==> src/rtl/sbio_rx_capture_if.sv <==
// sbio_rx_capture_if: result-record handshake between the rx capture stage and its consumer.
//   out_valid      head record present (driven by capture stage)
//   out_ready      consumer accepts the head this cycle
//   out_payload    head payload, LSB chunk first
//   out_timestamp  run-relative cycle of the head frame's start bit
`timescale 1ns/1ps
interface sbio_rx_capture_if #(
  parameter int unsigned RX_DATA_BITS  = 16,
  parameter int unsigned RX_DELAY_BITS = 16
);
  logic                     out_valid;
  logic                     out_ready;
  logic [RX_DATA_BITS-1:0]  out_payload;
  logic [RX_DELAY_BITS-1:0] out_timestamp;

  modport master (output out_valid, output out_payload, output out_timestamp, input out_ready);
  modport slave  (input out_valid, input out_payload, input out_timestamp, output out_ready);
endinterface

==> src/rtl/sbio_rx_capture.sv <==
// sbio_rx_capture: detects start-bit framed transfers on the rx pin bus, deserialises the
// payload, stamps it with the run-relative cycle of its start bit and queues the record.
//   clk, reset   system clock, asynchronous active-high reset
//   run_mode     1 = capture and timestamp running, 0 = idle (timestamp held at 0)
//   rx_pins      synchronised rx pin bus, one IO_BITS chunk per cycle
//   rx_out       master side of the record handshake (valid/ready/payload/timestamp)
//   count        FIFO occupancy, 0..DEPTH
//   busy         a frame is being shifted in
//   overflow     sticky: a completed frame found the FIFO full and was dropped
`timescale 1ns/1ps
module sbio_rx_capture #(
  parameter int unsigned IO_BITS       = 2,
  parameter int unsigned RX_DATA_BITS  = 16,
  parameter int unsigned RX_DELAY_BITS = 16,
  parameter int unsigned DEPTH         = 4
) (
  input  logic                     clk,
  input  logic                     reset,
  input  logic                     run_mode,
  input  logic [IO_BITS-1:0]       rx_pins,
  sbio_rx_capture_if.master        rx_out,
  output logic [$clog2(DEPTH):0]   count,
  output logic                     busy,
  output logic                     overflow
);

  localparam int unsigned BEATS = RX_DATA_BITS / IO_BITS;
  localparam int unsigned BW    = (BEATS > 1) ? $clog2(BEATS) : 1;
  localparam int unsigned AW    = (DEPTH > 1) ? $clog2(DEPTH) : 1;
  localparam int unsigned CW    = $clog2(DEPTH) + 1;

  localparam logic [RX_DELAY_BITS-1:0] TS_MAX    = '1;
  localparam logic [BW-1:0]            LAST_BEAT = BW'(BEATS - 1);

  typedef enum logic {S_IDLE, S_SHIFT} state_t;

  state_t                   state, state_n;
  logic [BW-1:0]            beat, beat_n;
  logic [RX_DATA_BITS-1:0]  data, data_n;
  logic [RX_DELAY_BITS-1:0] frame_ts, frame_ts_n;
  logic [RX_DELAY_BITS-1:0] ts;
  logic                     push_c;

  logic [RX_DATA_BITS-1:0]  pay_mem [DEPTH];
  logic [RX_DELAY_BITS-1:0] ts_mem  [DEPTH];
  logic [AW-1:0]            wr_ptr, rd_ptr;
  logic [CW-1:0]            count_n;
  logic                     pop_c, full_c, wr_c;
  logic                     run_q;

  // Run-relative timestamp, saturating instead of wrapping
  always_ff @(posedge clk or posedge reset) begin
    if (reset) begin
      ts <= '0;
    end else if (!run_mode) begin
      ts <= '0;
    end else if (ts != TS_MAX) begin
      ts <= ts + RX_DELAY_BITS'(1);
    end
  end

  // Frame FSM state register
  always_ff @(posedge clk or posedge reset) begin
    if (reset) begin
      state    <= S_IDLE;
      beat     <= '0;
      data     <= '0;
      frame_ts <= '0;
    end else begin
      state    <= state_n;
      beat     <= beat_n;
      data     <= data_n;
      frame_ts <= frame_ts_n;
    end
  end

  // Frame FSM next state; the final chunk is merged into data_n so the record
  // is pushed on the same edge that samples the last beat
  always_comb begin
    state_n    = state;
    beat_n     = beat;
    data_n     = data;
    frame_ts_n = frame_ts;
    push_c     = 1'b0;
    case (state)
      S_IDLE: begin
        if (run_mode && rx_pins[0]) begin
          state_n    = S_SHIFT;
          beat_n     = '0;
          data_n     = '0;
          frame_ts_n = ts;
        end
      end
      S_SHIFT: begin
        if (!run_mode) begin
          state_n = S_IDLE;
          data_n  = '0;
        end else begin
          data_n[beat*IO_BITS +: IO_BITS] = rx_pins;
          beat_n = beat + BW'(1);
          if (beat == LAST_BEAT) begin
            push_c  = 1'b1;
            state_n = S_IDLE;
          end
        end
      end
      default: state_n = S_IDLE;
    endcase
  end

  assign busy = (state == S_SHIFT);

  // A full FIFO still accepts a push when the head leaves in the same cycle
  assign pop_c   = rx_out.out_valid && rx_out.out_ready;
  assign full_c  = (count == CW'(DEPTH));
  assign wr_c    = push_c && (!full_c || pop_c);
  assign count_n = count + CW'(wr_c) - CW'(pop_c);

  // Record FIFO, occupancy and sticky overflow
  always_ff @(posedge clk or posedge reset) begin
    if (reset) begin
      for (int i = 0; i < int'(DEPTH); i++) begin
        pay_mem[i] <= '0;
        ts_mem[i]  <= '0;
      end
      wr_ptr           <= '0;
      rd_ptr           <= '0;
      count            <= '0;
      rx_out.out_valid <= 1'b0;
      overflow         <= 1'b0;
      run_q            <= 1'b0;
    end else begin
      if (wr_c) begin
        pay_mem[wr_ptr] <= data_n;
        ts_mem[wr_ptr]  <= frame_ts;
        wr_ptr          <= wr_ptr + AW'(1);
      end
      if (pop_c) begin
        rd_ptr <= rd_ptr + AW'(1);
      end
      count            <= count_n;
      rx_out.out_valid <= (count_n != '0);
      if (run_mode && !run_q) begin
        overflow <= 1'b0;
      end else if (push_c && !wr_c) begin
        overflow <= 1'b1;
      end
      run_q <= run_mode;
    end
  end

  assign rx_out.out_payload   = pay_mem[rd_ptr];
  assign rx_out.out_timestamp = ts_mem[rd_ptr];

endmodule

==> src/flat_wrapper.sv <==
// flat-port wrapper written by rule: the top's interface ports become plain ports
module sbio_rx_capture_flat 
#(
  parameter int unsigned IO_BITS       = 2,
  parameter int unsigned RX_DATA_BITS  = 16,
  parameter int unsigned RX_DELAY_BITS = 16,
  parameter int unsigned DEPTH         = 4
)
  (clk, reset, run_mode, rx_pins, count, busy, overflow, rx_out_out_valid, rx_out_out_payload, rx_out_out_timestamp, rx_out_out_ready);
  sbio_rx_capture_if #(.RX_DATA_BITS(RX_DATA_BITS), .RX_DELAY_BITS(RX_DELAY_BITS)) rx_out_i ();
  input  logic clk;
  input  logic reset;
  input  logic run_mode;
  input  logic [IO_BITS-1:0] rx_pins;
  output logic [$clog2(DEPTH):0] count;
  output logic busy;
  output logic overflow;
  output wire logic [$bits(rx_out_i.out_valid)-1:0] rx_out_out_valid;
  output wire logic [$bits(rx_out_i.out_payload)-1:0] rx_out_out_payload;
  output wire logic [$bits(rx_out_i.out_timestamp)-1:0] rx_out_out_timestamp;
  input wire logic [$bits(rx_out_i.out_ready)-1:0] rx_out_out_ready;
  assign rx_out_out_valid = rx_out_i.out_valid;
  assign rx_out_out_payload = rx_out_i.out_payload;
  assign rx_out_out_timestamp = rx_out_i.out_timestamp;
  assign rx_out_i.out_ready = rx_out_out_ready;
  sbio_rx_capture #(.IO_BITS(IO_BITS), .RX_DATA_BITS(RX_DATA_BITS), .RX_DELAY_BITS(RX_DELAY_BITS), .DEPTH(DEPTH)) u_core (.clk(clk), .reset(reset), .run_mode(run_mode), .rx_pins(rx_pins), .rx_out(rx_out_i), .count(count), .busy(busy), .overflow(overflow));
endmodule
==> config.mk <==
export PLATFORM = sky130hd
export DESIGN_NAME = sbio_rx_capture_flat
export DESIGN_NICKNAME = d
export VERILOG_FILES = /design/src/rtl/sbio_rx_capture_if.sv /design/src/rtl/sbio_rx_capture.sv /design/src/flat_wrapper.sv
export SDC_FILE = /design/constraint.sdc
export NUM_CORES = 1
export LEC_CHECK = 0
export CAP_MARGIN = 20
export CORE_ASPECT_RATIO = 1.75
export CORE_MARGIN = 1.5
export CORE_UTILIZATION = 40
export CTS_CLUSTER_SIZE = 24
export DETAILED_ROUTE_END_ITERATION = 16
export RECOVER_POWER = 100
export SYNTH_ARGS = -nofsm -noshare
export SYNTH_HDL_FRONTEND = slang
export SYNTH_SLANG_ARGS = --single-unit
==> constraint.sdc <==
create_clock -name clk -period 13 [get_ports clk]
set_input_delay 2.6 -clock clk [delete_from_list [all_inputs] [get_ports clk]]
set_output_delay 2.6 -clock clk [all_outputs]
set_load 0.01 [all_outputs]
==> flow_summary.toml <==
[run_status]
status = "finished with violations"
violations = "capacitance limit, slew limit"

[final_layout]
layout-drive-gt1-share_pct = 10.4
antennaDiodeCount = 0
fillerInstances = 1854
area_growth_pct = 15.0
nets = 741
finalNonFillerCells = 985

[clocking]
clk_pin_slew_ns = 0.07
cts_buffer_depth = 2
clockRootBuffer = "clkbuf_16"
insertion_delay_ns = 0.44
cts_tree = "yes"
post_cts_buffers = 0
hold_buffers = 0
cts-buffers-inserted = 17
cts_max_level = 4
numClockSinks = 190
cts_resized = 0

[detailed_routing]
wl_per_cell_um = 19.1
drt_iter0_drc = 414
finalWirelength_mm = 18.8
avgViaCountPerCell = 5.61
dr_total_vias = 5529
postRouteAntennaNets = 0
drtPass1Iterations = 4
drc = 0

[global_routing]
grt_overflow_total = 0
grt_usage_pct = 18.0
grt_pass1_vias = 5891
grt_antenna_before_repair = 0
grt_pass1_wl_mm = 30.9
grt_max_degree = 109

[floorplanning]
die_h_um = 196
io_pins = 44
die_w_um = 113
initial_core_util_pct = 40.7
num_rows = 70
fp.coreArea_mm2 = 0.0209
dieArea_mm2 = 0.0222

[placed_design]
numPortBuffers = 43
dp_hpwl_mm = 12.9
place_inst = 952
gp_congestion = 0.852

[yosys]
synthCells = 683
yosysTopAreaCell = "dfrtp_1"
ys_async_sr_fraction_pct = 100
ys_types = 55
syn_area_mm2 = 0.00852
yosysWarnings = 0
syn_avg_cell_area_um2 = 12.5
synthTopCellsByArea = "dfrtp_1 (56%), mux2_1 (10%), mux4_2 (8.5%)"
synthesis.nets = 704
yosysMostFrequentCell = "dfrtp_1"
synth_edf_count = 0
seq_area_frac_synth_pct = 55.8
synth_commonest_cells = "dfrtp_1 (190), a21oi_1 (80), mux2_1 (77), nor2_1 (75), mux4_2 (32)"
synth_seq_cells = 190
synth.top_cell.area_share_pct = 55.8
synth_flop_cell = "dfrtp_1"

[critical_path]
critPathKind = "flip-flop to output pin"
ff2ff_setup_slack_ns = 8.53
worstPathRequired_ns = 10.40
r2r_start = "u_core.beat[0]$_DFFE_PP0P_"
worstSetupEndpointType = "output pin"
cp.arrival_ns = 4.31
path_max_fanout = 34
start_kind = "flip-flop"
startpoint = "u_core.rd_ptr[0]$_DFFE_PP0P_"

[timing]
setup-tns-final_ns = 0
min_period_ns = 6.91
rsz0062_at_grt = "false"
fmax_mhz = 145
slew_headroom_pct = -217
hold_viol_final = 0
worst_pin_slew_ns = 4.74
setup-violations-final = 0
finClkSkew_ns = 0.00801
min_period_over_period_pct = 53.2
timing.final.max_slew_violations = 271

[power_and_ir_drop]
p_leak_nw = 4.77
power_density_mw_per_mm2 = 143
vdd_ir_drop_max_uv = 79.8

[worst_hold_path]
min_from = "u_core.ts_mem[5]$_DFFE_PP0P_"
hold_path_class = "flip-flop to flip-flop"

[job]
cap_viol_max_count = 8
==> report_power, final <==
group / switching (mW) / leakage (nW) / internal, mW
logic: 0.131 / 1.84 / 0.0896
clock network: 0.241 / 0.306 / 0.310
registers: 0.0203 / 2.62 / 0.608
==> metal layers <==
layer  GRT usage, %  wire length (um)  vias up  share of wire [%]
li1               -                 -     2549                  -
met1           19.3              7080     2860                 38
met2           33.6             10700       88                 57
met3           3.31               514       32                2.7
met4           8.52               481        0                2.6
met5              0                 0        -                  0
==> worst paths after layout <==
check / to / cells after the start
max in group asynchronous: u_core.rd_ptr[0]$_DFFE_PP0P_ / 2
worst max register to register: u_core.ts_mem[60]$_DFFE_PP0P_ / 6
worst min register to register: u_core.ts_mem[5]$_DFFE_PP0P_ / 1
worst min-delay path: u_core.ts_mem[5]$_DFFE_PP0P_ / 1
min in group asynchronous: u_core.rd_ptr[0]$_DFFE_PP0P_ / 2
worst max-delay path: rx_out_out_payload[14] / 3
==> state kept, by name, indices dropped and copies added (netlist names) <==
name / count
u_core.overflow: 1
u_core.wr_ptr: 2
u_core.frame_ts: 16
u_core.beat: 3
u_core.run_q: 1
u_core.count: 3
u_core.rx_out.out_valid: 1
u_core.data: 16
u_core.ts: 16
u_core.busy: 1
u_core.pay_mem: 64
u_core.ts_mem: 64
u_core.rd_ptr: 2
==> cells by family (layout without fill, tap and decap cells) <==
family          after synthesis  in the layout  share of synthesized area (%)
flops                       190            190                           55.8
simple gates                158            158                           9.37
compound gates              135            135                           9.75
mux                         112            112                           19.0
buf+inv                      67            117                           3.16
fa+ha+maj                    15             15                           2.29
xor+xnor                      6              6                          0.617
==> placed cells by master, fill, tap and decap left out, types with 7 or more instances in the layout <==
master           n
mux4_2          32
nor4_1           9
nor2_1          75
o21ai_0         12
mux2_1          77
inv_1           30
or3_1            7
ha_1            14
clkbuf_1         8
dfrtp_1        189
clkbuf_16       17
dlygate4sd3_1   40
nand3_1         10
a21oi_1         84
nand2b_1         7
nand2_1         13
nand4_1          9
==> stage by stage <==
stage | util (%) | power [mW] | cell area [um2] | worst slack [ns] | hold slack (ns)
final | 46.8 | 1.40 | 9800 | 6.09 | 0.484
after global routing | 46.8 | 1.46 | 9800 | 5.62 | 0.501
after CTS | 47.1 | 1.43 | 9850 | 7.80 | 0.485
after detailed placement | 44.1 | 0.871 | 9220 | 7.92 | 0.469
after global placement | 44.1 | 0.864 | 9220 | 7.96 | 0.462
after floorplan | - | 0.801 | 8520 | 5.23 | 0.452
==> cell type report <==
| class | count | area, um2 | share of cell area (%) |
|---|---|---|---|
| clock buffer | 17 | 425 | 4.34 |
| sequential | 190 | 4760 | 48.5 |
| inverter | 31 | 118 | 1.20 |
| tap | 252 | 315 | 3.22 |
| clock inverter | 15 | 203 | 2.07 |
| timing repair buffer | 54 | 503 | 5.13 |
| multi-input combinational | 426 | 3480 | 35.5 |
==> worst max-delay path, stage by stage (launching register included) <==
cell and delay [ns]:
dfrtp_2 0.34, clkbuf_1 2.09, mux4_2 0.74, dlygate4sd3_1 0.64
No activity file was read; power rests on OpenSTA's default activity.
